**src/rtl/ins_loader_pkg.sv**
```systemverilog
// ============================================================================
//  Module   : ins_loader_pkg
//  Brief    : Shared types and constants for the instruction memory loader.
//  Revision : 1.0 - initial release
// ============================================================================
`default_nettype none

package ins_loader_pkg;

    // Instruction store geometry
    localparam int DEPTH          = 32;
    localparam int ADDR_W         = 5;
    localparam int WORD_W         = 32;
    localparam int BYTES_PER_WORD = 4;

    // Value presented to fetch while the store is not fully programmed
    localparam logic [31:0] NOP = 32'h0000_0000;

    // Loader control states
    typedef enum logic [1:0] {
        ST_IDLE = 2'd0,
        ST_LOAD = 2'd1,
        ST_DONE = 2'd2
    } state_e;

endpackage

`default_nettype wire

```
**src/rtl/ins_mem_loader_byte_packer.sv**
```systemverilog
// ============================================================================
//  Module   : byte_packer
//  Brief    : Collects four stream bytes MSB first into a 32-bit word and
//             pulses word_valid on the cycle the fourth byte is accepted.
//  Revision : 1.0 - initial release
// ============================================================================
`default_nettype none

module byte_packer
    import ins_loader_pkg::*;
(
    input  logic        clk,
    input  logic        rst,
    input  logic        clear,
    input  logic        accept,
    input  logic [7:0]  in_byte,
    output logic        word_valid,
    output logic [31:0] word
);

    localparam logic [1:0] LAST_BYTE = 2'(BYTES_PER_WORD - 1);

    logic [1:0]  byte_cnt_q, byte_cnt_d;
    logic [23:0] shift_q,    shift_d;

    // Next-state for the byte counter and the three-byte holding register
    always_comb begin
        byte_cnt_d = byte_cnt_q;
        shift_d    = shift_q;
        if (clear) begin
            byte_cnt_d = 2'd0;
            shift_d    = 24'd0;
        end else if (accept) begin
            // Counter wraps naturally to 0 after the fourth byte
            byte_cnt_d = byte_cnt_q + 2'd1;
            shift_d    = {shift_q[15:0], in_byte};
        end
    end

    // Counter and holding register, cleared asynchronously
    always_ff @(posedge clk or posedge rst) begin
        if (rst) begin
            byte_cnt_q <= 2'd0;
            shift_q    <= 24'd0;
        end else begin
            byte_cnt_q <= byte_cnt_d;
            shift_q    <= shift_d;
        end
    end

    // The completed word is formed combinationally so it can be written on
    // the same edge that accepts its last byte.
    assign word_valid = accept && !clear && (byte_cnt_q == LAST_BYTE);
    assign word       = {shift_q, in_byte};

endmodule

`default_nettype wire

```
**src/rtl/ins_mem_loader.sv**
```systemverilog
// ============================================================================
//  Module   : ins_mem_loader
//  Brief    : Run-time writable instruction store. Fills DEPTH words from a
//             byte-serial valid/ready stream after start, then serves
//             combinational reads to fetch.
//  Revision : 1.0 - initial release
// ============================================================================
`default_nettype none

module ins_mem_loader
    import ins_loader_pkg::*;
#(
    parameter int DEPTH  = ins_loader_pkg::DEPTH,
    parameter int ADDR_W = ins_loader_pkg::ADDR_W,
    parameter int WORD_W = ins_loader_pkg::WORD_W
) (
    input  logic              clk,
    input  logic              rst,
    input  logic              start,
    input  logic [7:0]        in_byte,
    input  logic              in_valid,
    output logic              in_ready,
    input  logic [ADDR_W-1:0] rd_addr,
    output logic [WORD_W-1:0] rd_data,
    output logic              loading,
    output logic              done,
    output logic [ADDR_W:0]   word_count
);

    localparam logic [ADDR_W-1:0] LAST_ADDR = ADDR_W'(DEPTH - 1);
    localparam logic [ADDR_W-1:0] ADDR_ONE  = ADDR_W'(1);
    localparam logic [ADDR_W:0]   COUNT_ONE = (ADDR_W + 1)'(1);

    state_e             state_q, state_d;
    logic [ADDR_W-1:0]  word_addr_q, word_addr_d;
    logic [ADDR_W:0]    word_count_q, word_count_d;

    logic               packer_clear;
    logic               accept;
    logic               word_valid;
    logic [31:0]        packed_word;
    logic               mem_we;

    logic [WORD_W-1:0]  mem_q [DEPTH];

    assign in_ready = (state_q == ST_LOAD);
    assign loading  = (state_q == ST_LOAD);
    assign done     = (state_q == ST_DONE);
    assign accept   = in_valid && in_ready;

    byte_packer u_byte_packer (
        .clk        (clk),
        .rst        (rst),
        .clear      (packer_clear),
        .accept     (accept),
        .in_byte    (in_byte),
        .word_valid (word_valid),
        .word       (packed_word)
    );

    // Next-state, address/count update and memory write strobe
    always_comb begin
        state_d      = state_q;
        word_addr_d  = word_addr_q;
        word_count_d = word_count_q;
        packer_clear = 1'b0;
        mem_we       = 1'b0;
        case (state_q)
            ST_IDLE, ST_DONE: begin
                if (start) begin
                    state_d      = ST_LOAD;
                    word_addr_d  = '0;
                    word_count_d = '0;
                    packer_clear = 1'b1;
                end
            end
            ST_LOAD: begin
                // start is deliberately ignored while a load is in flight
                if (word_valid) begin
                    mem_we       = 1'b1;
                    word_addr_d  = word_addr_q + ADDR_ONE;
                    word_count_d = word_count_q + COUNT_ONE;
                    if (word_addr_q == LAST_ADDR) begin
                        state_d = ST_DONE;
                    end
                end
            end
            default: begin
                state_d = ST_IDLE;
            end
        endcase
    end

    // Control state, write address and completed-word count
    always_ff @(posedge clk or posedge rst) begin
        if (rst) begin
            state_q      <= ST_IDLE;
            word_addr_q  <= '0;
            word_count_q <= '0;
        end else begin
            state_q      <= state_d;
            word_addr_q  <= word_addr_d;
            word_count_q <= word_count_d;
        end
    end

    // Instruction array; contents survive reset and are masked by done
    always_ff @(posedge clk) begin
        if (mem_we) begin
            mem_q[word_addr_q] <= WORD_W'(packed_word);
        end
    end

    // Fetch sees a NOP until the store is completely programmed
    always_comb begin
        rd_data = WORD_W'(NOP);
        if (done) begin
            rd_data = mem_q[rd_addr];
        end
    end

    assign word_count = word_count_q;

endmodule

`default_nettype wire

```
**config.mk**
```make
export PLATFORM = sky130hd
export DESIGN_NAME = ins_mem_loader
export DESIGN_NICKNAME = d
export VERILOG_FILES = /design/src/rtl/ins_loader_pkg.sv /design/src/rtl/ins_mem_loader_byte_packer.sv /design/src/rtl/ins_mem_loader.sv
export SDC_FILE = /design/constraint.sdc
export NUM_CORES = 1
export LEC_CHECK = 0
export CORE_ASPECT_RATIO = 0.6
export CORE_UTILIZATION = 62
export CTS_CLUSTER_DIAMETER = 150
export DETAILED_ROUTE_END_ITERATION = 12
export GPL_TIMING_DRIVEN = 0
export PLACE_DENSITY = 0.79
export SYNTH_ARGS = -nofsm -noshare
export SYNTH_HDL_FRONTEND = slang
export SYNTH_HIERARCHICAL = 1
export SYNTH_SLANG_ARGS = --single-unit
```
**constraint.sdc**
```tcl
create_clock -name clk -period 5.3 [get_ports clk]
set_input_delay 1.06 -clock clk [delete_from_list [all_inputs] [get_ports clk]]
set_output_delay 1.06 -clock clk [all_outputs]
set_load 0.05 [all_outputs]
```
Word-level counts from Yosys, hierarchy flattened. Memories as Yosys holds them, arrays and structs flattened. Cells that the tools add are included.

Register bits: 39. Latch bits: 0. RAM bits: 1024. Memory bits (read-only): 0. Input port bits: 17. Memories kept: 1.

$add $sub $neg: 3. Multipliers: 0. Div/mod/pow operators: 0. Magnitude comparators: 0. Equal/unequal tests: 7. Shift operators: 0. Multiplexer cells: 21. Bitwise logic cells: 0. Reduce and logical (&&, ||, !) cells: 10.

Memory list: mem_q (words 32, bits a word 32, rd ports 1, clocked after memory_dff 0, write ports 1, line ins_mem_loader.sv:44) `logic [WORD_W-1:0] mem_q [DEPTH];`.

Operators with widths (count): 2-to-1 mux 24 bit (2); 2-to-1 mux 32 bit (1); 2-to-1 mux 6 bit (2); one-hot mux 6 bit (2 select lines) (1); 2-to-1 mux 2 bit (5); 2-to-1 mux 5 bit (2); one-hot mux 5 bit (2 select lines) (1); adder 6 x 1 -> 6 bit (second input constant) (1); 2-to-1 mux 1 bit (6); AND reduction 3 bit (2); adder 5 x 1 -> 5 bit (second input constant) (1); == test 5 bit (second input constant) (1); == test 2 bit (second input constant) (2); inequality test 2 x 1 -> 1 bit (second input constant) (2); one-hot mux 2 bit (2 select lines) (1); nonzero test 2 bit (2); logical AND 1 bit (3); adder 2 x 1 -> 2 bit (second input constant) (1); == test 2 x 1 -> 1 bit (second input constant) (1); zero test 2 bit (1); inequality test 2 bit (second input constant) (1); OR reduction 2 bit (1); zero test 1 bit (1).

Depth between registers and ports, before layout.
Depth after elaboration: 10. Mapped depth: 12.

By module. The synthesis kept the hierarchy.

By module, submodules not included: ins_mem_loader (instances 1, cells each 1770, area an instance 39920.8 um^2); byte_packer (instances 1, cells each 96, area an instance 1159.9 um^2).

Worst setup path after synthesis. No wires, ideal clock.

Path kind: flip-flop to flip-flop. From: register state_q[1]. To: memory mem_q[30][0] (enable). Library setup time: 0.421 ns. Arrival time: 4.204 ns. Data required time: 4.879 ns. Setup slack: 0.674 ns. Cell stages (with the launch flop): 12. Period minus slack after synthesis: 4.626 ns. Path through: dfrtp_1 nor2b_1 and2_1 buf_6 buf_12 nand2_1 nor2_1 and3b_1 clkbuf_1 clkbuf_1 nand2_1 nor2_1.

Elaborated cells on any way between the ends: 13.

RTL lines: start, declared (line ins_mem_loader.sv:34) `state_e state_q, state_d;`; start signal, assigned (line ins_mem_loader.sv:101) `state_q <= state_d;`; == test 2 x 1 -> 1 bit (line ins_mem_loader.sv:46) `assign in_ready = (state_q == ST_LOAD);`; via in_ready (line ins_mem_loader.sv:22) `output logic in_ready,`; logical AND 1 bit (line ins_mem_loader.sv:49) `assign accept = in_valid && in_ready;`; via accept (line ins_mem_loader.sv:39) `logic accept;`; logical AND 1 bit (2 in series) (line ins_mem_loader_byte_packer.sv:53) `assign word_valid = accept && !clear && (byte_cnt_q == LAST_BYTE);`; via word_valid (line ins_mem_loader.sv:40) `logic word_valid;`; 2-to-1 mux 1 bit (line ins_mem_loader.sv:79) `if (word_valid) begin`; 2-to-1 mux 1 bit (line ins_mem_loader.sv:68) `case (state_q)`; 2-to-1 mux 1 bit (line ins_mem_loader.sv:109) `if (mem_we) begin`; 2-to-1 mux 1 bit (implied by the code) (line ins_mem_loader.sv:110) `mem_q[word_addr_q] <= WORD_W'(packed_word);`; end, declared (line ins_mem_loader.sv:44).

The timed path passes the listed nets, and every way through them passes these cells.

Worst setup path in the final report.
From: input port rd_addr[3]. To: output port rd_data[29].

Longest elaborated chain between the ends: 2.

Ends and longest elaborated chain: start, declared (line ins_mem_loader.sv:23) `input logic [ADDR_W-1:0] rd_addr,`; memory (32 x 32 bit); 2-to-1 mux 32 bit (line ins_mem_loader.sv:117) `if (done) begin`; end, declared (line ins_mem_loader.sv:24) `output logic [WORD_W-1:0] rd_data,`.

Every way passes these cells.

==> reports/metrics.cfg <==
[power_and_ir_drop]
p_leak_nw = 15.35
powerDensity_nw_per_um2 = 390.8
peakVddDrop_uv = 263.1

[cts]
cts_tree = built
root_buffer = clkbuf_16
clk_pin_slew_ns = 0.07
numClockSinks = 1063
clkLatencyLatePin_ns = 0.64
htreeDepth = 3
cts_buffers = 86
cts_hold_buf = 0
clock_path_buffers = 3

[worst_setup_path]
crit_path_end_kind = output port
worst-path-max-fanout = 10
cp.required_ns = 4.24
r2r_slack_ns = 0.58
start_kind = input port
r2r_start = state_q[0]
crit_type = input port to output port
cp.arrival_ns = 4.24
worst_r2r_endpoint = mem_q[18][9]
reg2reg_depth = 12

[layout]
layout.cells.non_filler = 3030
final_cell_mix = 1024 x edfxtp_1, 221 x mux4_2, 153 x mux2i_1
n_antenna_cell = 0
area_growth_pct = 14.04
drive_gt1_share_pct = 25.44
final_common_cell = edfxtp_1
final_nets = 2096
multi_input_area_um2 = 8728
n_fill_cell = 3515
regArea_um2 = 31730

[min_path]
worst_hold_path.endpoint = u_byte_packer/byte_cnt_q[1]
worstHoldStart = u_byte_packer/byte_cnt_q[1]
hold_path_depth = 2
min_path_type = flip-flop to flip-flop

[detailed_routing]
wl_um = 106000
drtPass1Iterations = 6
viasPerCell = 7.054
first_iter_violations = 3868
antenna_violating_nets_post_route = 0
wl_per_cell_um = 34.99
num_vias = 21380
drc = 0

[floorplanning]
die_x_um = 334.3
core_um2 = 64950
die_h_um = 201.4
start_util_pct = 63.25
num_rows = 72
die-area_um2 = 67330
io_pins = 58

[timing]
rsz0062_at_grt = true
worst_pin_slew_ns = 1.450
slew_headroom_pct = 3.314
final.min_clock_period_ns = 5.303
hold_viol = 0
clock-skew-final_ns = 0.02342
fin_ws_ns = -0.003277
max_freq_mhz = 188.6
tns_ns = -0.003277
period_share_pct = 100.1
finalSetupViolations = 1
hold_slack_ns = 0.5448
slew_violations = 0

[synthesis]
synth_edf_count = 1024
netlist_area_um2 = 41080
syn_avg_cell_area_um2 = 22.02
async_flop_share_pct = 3.669
syn_nets = 1890
synth_cells = 1866
synth_cell_types = 41
synth_flop_cell = edfxtp_1
ys_ff_latch = 1063
yosys_warnings = 6
yosysSeqAreaShare_pct = 77.23

[global_routing]
grt_pass1_vias = 21280
grt_busiest_layer = met1
use_met3_pct = 8.500
antenna_found_initial = 0
grt_util_met2_pct = 46.49
grt_pass1_wl_um = 148300
grt_use_total_pct = 31.56
grt_use_met1_pct = 46.94
grt_start_max_net_pins = 35
grt_remaining_overflow = 0

[placed_design]
gp_congestion = 0.8435
place_inst = 2839
dpl.hpwl_um = 63340
io_buffers = 53

[run]
maxCapViolCount = 0

[run_status]
status = finished with violations
violations = negative setup slack

==> cell families after synthesis <==
group	share of synthesized area, %
buf+inv	2.117
simple gates	1.337
flops	77.23
fa+ha+maj	0.2132
compound gates	2.921
mux	16.04
xor+xnor	0.1492
==> flip-flops by register name, indices dropped and copies added, names as in the netlist <==
signal	flops
u_byte_packer/byte_cnt_q	2
word_addr_q	5
mem_q	1024
u_byte_packer/shift_q	24
state_q	2
word_count	6
==> through the flow <==
stage / total power, mW / area, um2 / setup WS, ns / util (%)
final: 18.31 / 46850 / -0.003277 / 72.13
after global routing: 18.70 / 46850 / -0.03726 / 72.13
after CTS: 18.24 / 46480 / 0.03494 / 71.56
after detailed placement: 11.80 / 43630 / -0.6065 / 67.18
after global placement: 11.64 / 42720 / -2.383 / 65.77
after floorplan: 11.13 / 41080 / 0.6744 / -
==> critical path: stages <==
cell,delay (ns)
clkdlybuf4s50_1,0.51
nor2b_1,0.23
clkbuf_1,0.31
clkbuf_1,0.86
a221o_1,0.40
a31oi_1,0.09
clkdlybuf4s50_1,0.76
==> power breakdown <==
| part | internal [mW] | switching (mW) | total, mW |
|---|---|---|---|
| clock network | 3.66 | 2.93 | 6.59 |
| registers | 9.96 | 0.736 | 10.7 |
| logic | 0.402 | 0.613 | 1.01 |
==> repair_timing <==
item,4_1_cts,5_1_grt
pin swaps,0,13
endpoints found under the setup margin,32,445
setup buffers,0,32
hold endpoints to repair,0,0
gates resized for setup,26,0
==> cells in the mapped netlist (2+ instances only) <==
cell type / instances / area, um2
dfrtp_1: 39 / 975.9
buf_8: 3 / 45.04
clkbuf_1: 33 / 123.9
ha_1: 7 / 87.58
o2111ai_1: 8 / 70.07
nor2b_1: 3 / 18.77
a31oi_1: 32 / 200.2
xor2_1: 6 / 52.55
and3_1: 2 / 12.51
mux4_2: 221 / 4977
o21ai_0: 20 / 100.1
nand2b_1: 2 / 12.51
buf_2: 30 / 150.1
mux2i_1: 153 / 1531
and2_1: 2 / 12.51
a22oi_1: 32 / 240.2
nand3_1: 4 / 20.02
buf_12: 5 / 100.1
a221oi_1: 23 / 201.4
edfxtp_1: 1024 / 30750
a221o_1: 32 / 320.3
o21ai_1: 9 / 45.04
inv_1: 6 / 22.52
buf_4: 31 / 232.7
buf_6: 16 / 180.2
nand2_1: 33 / 123.9
nand3b_1: 3 / 22.52
or3b_2: 2 / 17.52
nor2_1: 69 / 259.0
mux4_1: 3 / 78.83
nand4_1: 3 / 18.77
==> area by class of cell <==
class                   instances  area share (%)
multi-input cells             676           18.63
plain buffers                 120           1.819
repair buffers                118           3.306
clock buffers                 113           5.074
well taps                     888           2.372
clock inverters                45           1.023
inverters                       7         0.05609
flip-flops and latches       1063           67.72
==> per-layer routing <==
metal / wire, um / share of wire, %
met5: 0 / 0
met4: 3354 / 3.2
met3: 16170 / 15
met2: 48220 / 45
met1: 38280 / 36
==> how the worst max path moves through the flow <==
stage                     cells after the start  slack (ns)            to  startpoint
after CTS                                    12        0.03   mem_q[6][4]       start
after detailed placement                      8       -0.61   rd_data[13]  rd_addr[3]
after global routing                         12       -0.04  mem_q[29][2]       start
final                                         7      -0.003   rd_data[29]  rd_addr[3]
after floorplan                              11        0.67  mem_q[30][0]  state_q[1]
after global placement                       11       -2.38  mem_q[14][9]       start
Note: power is estimated with default switching activity, not from simulation.
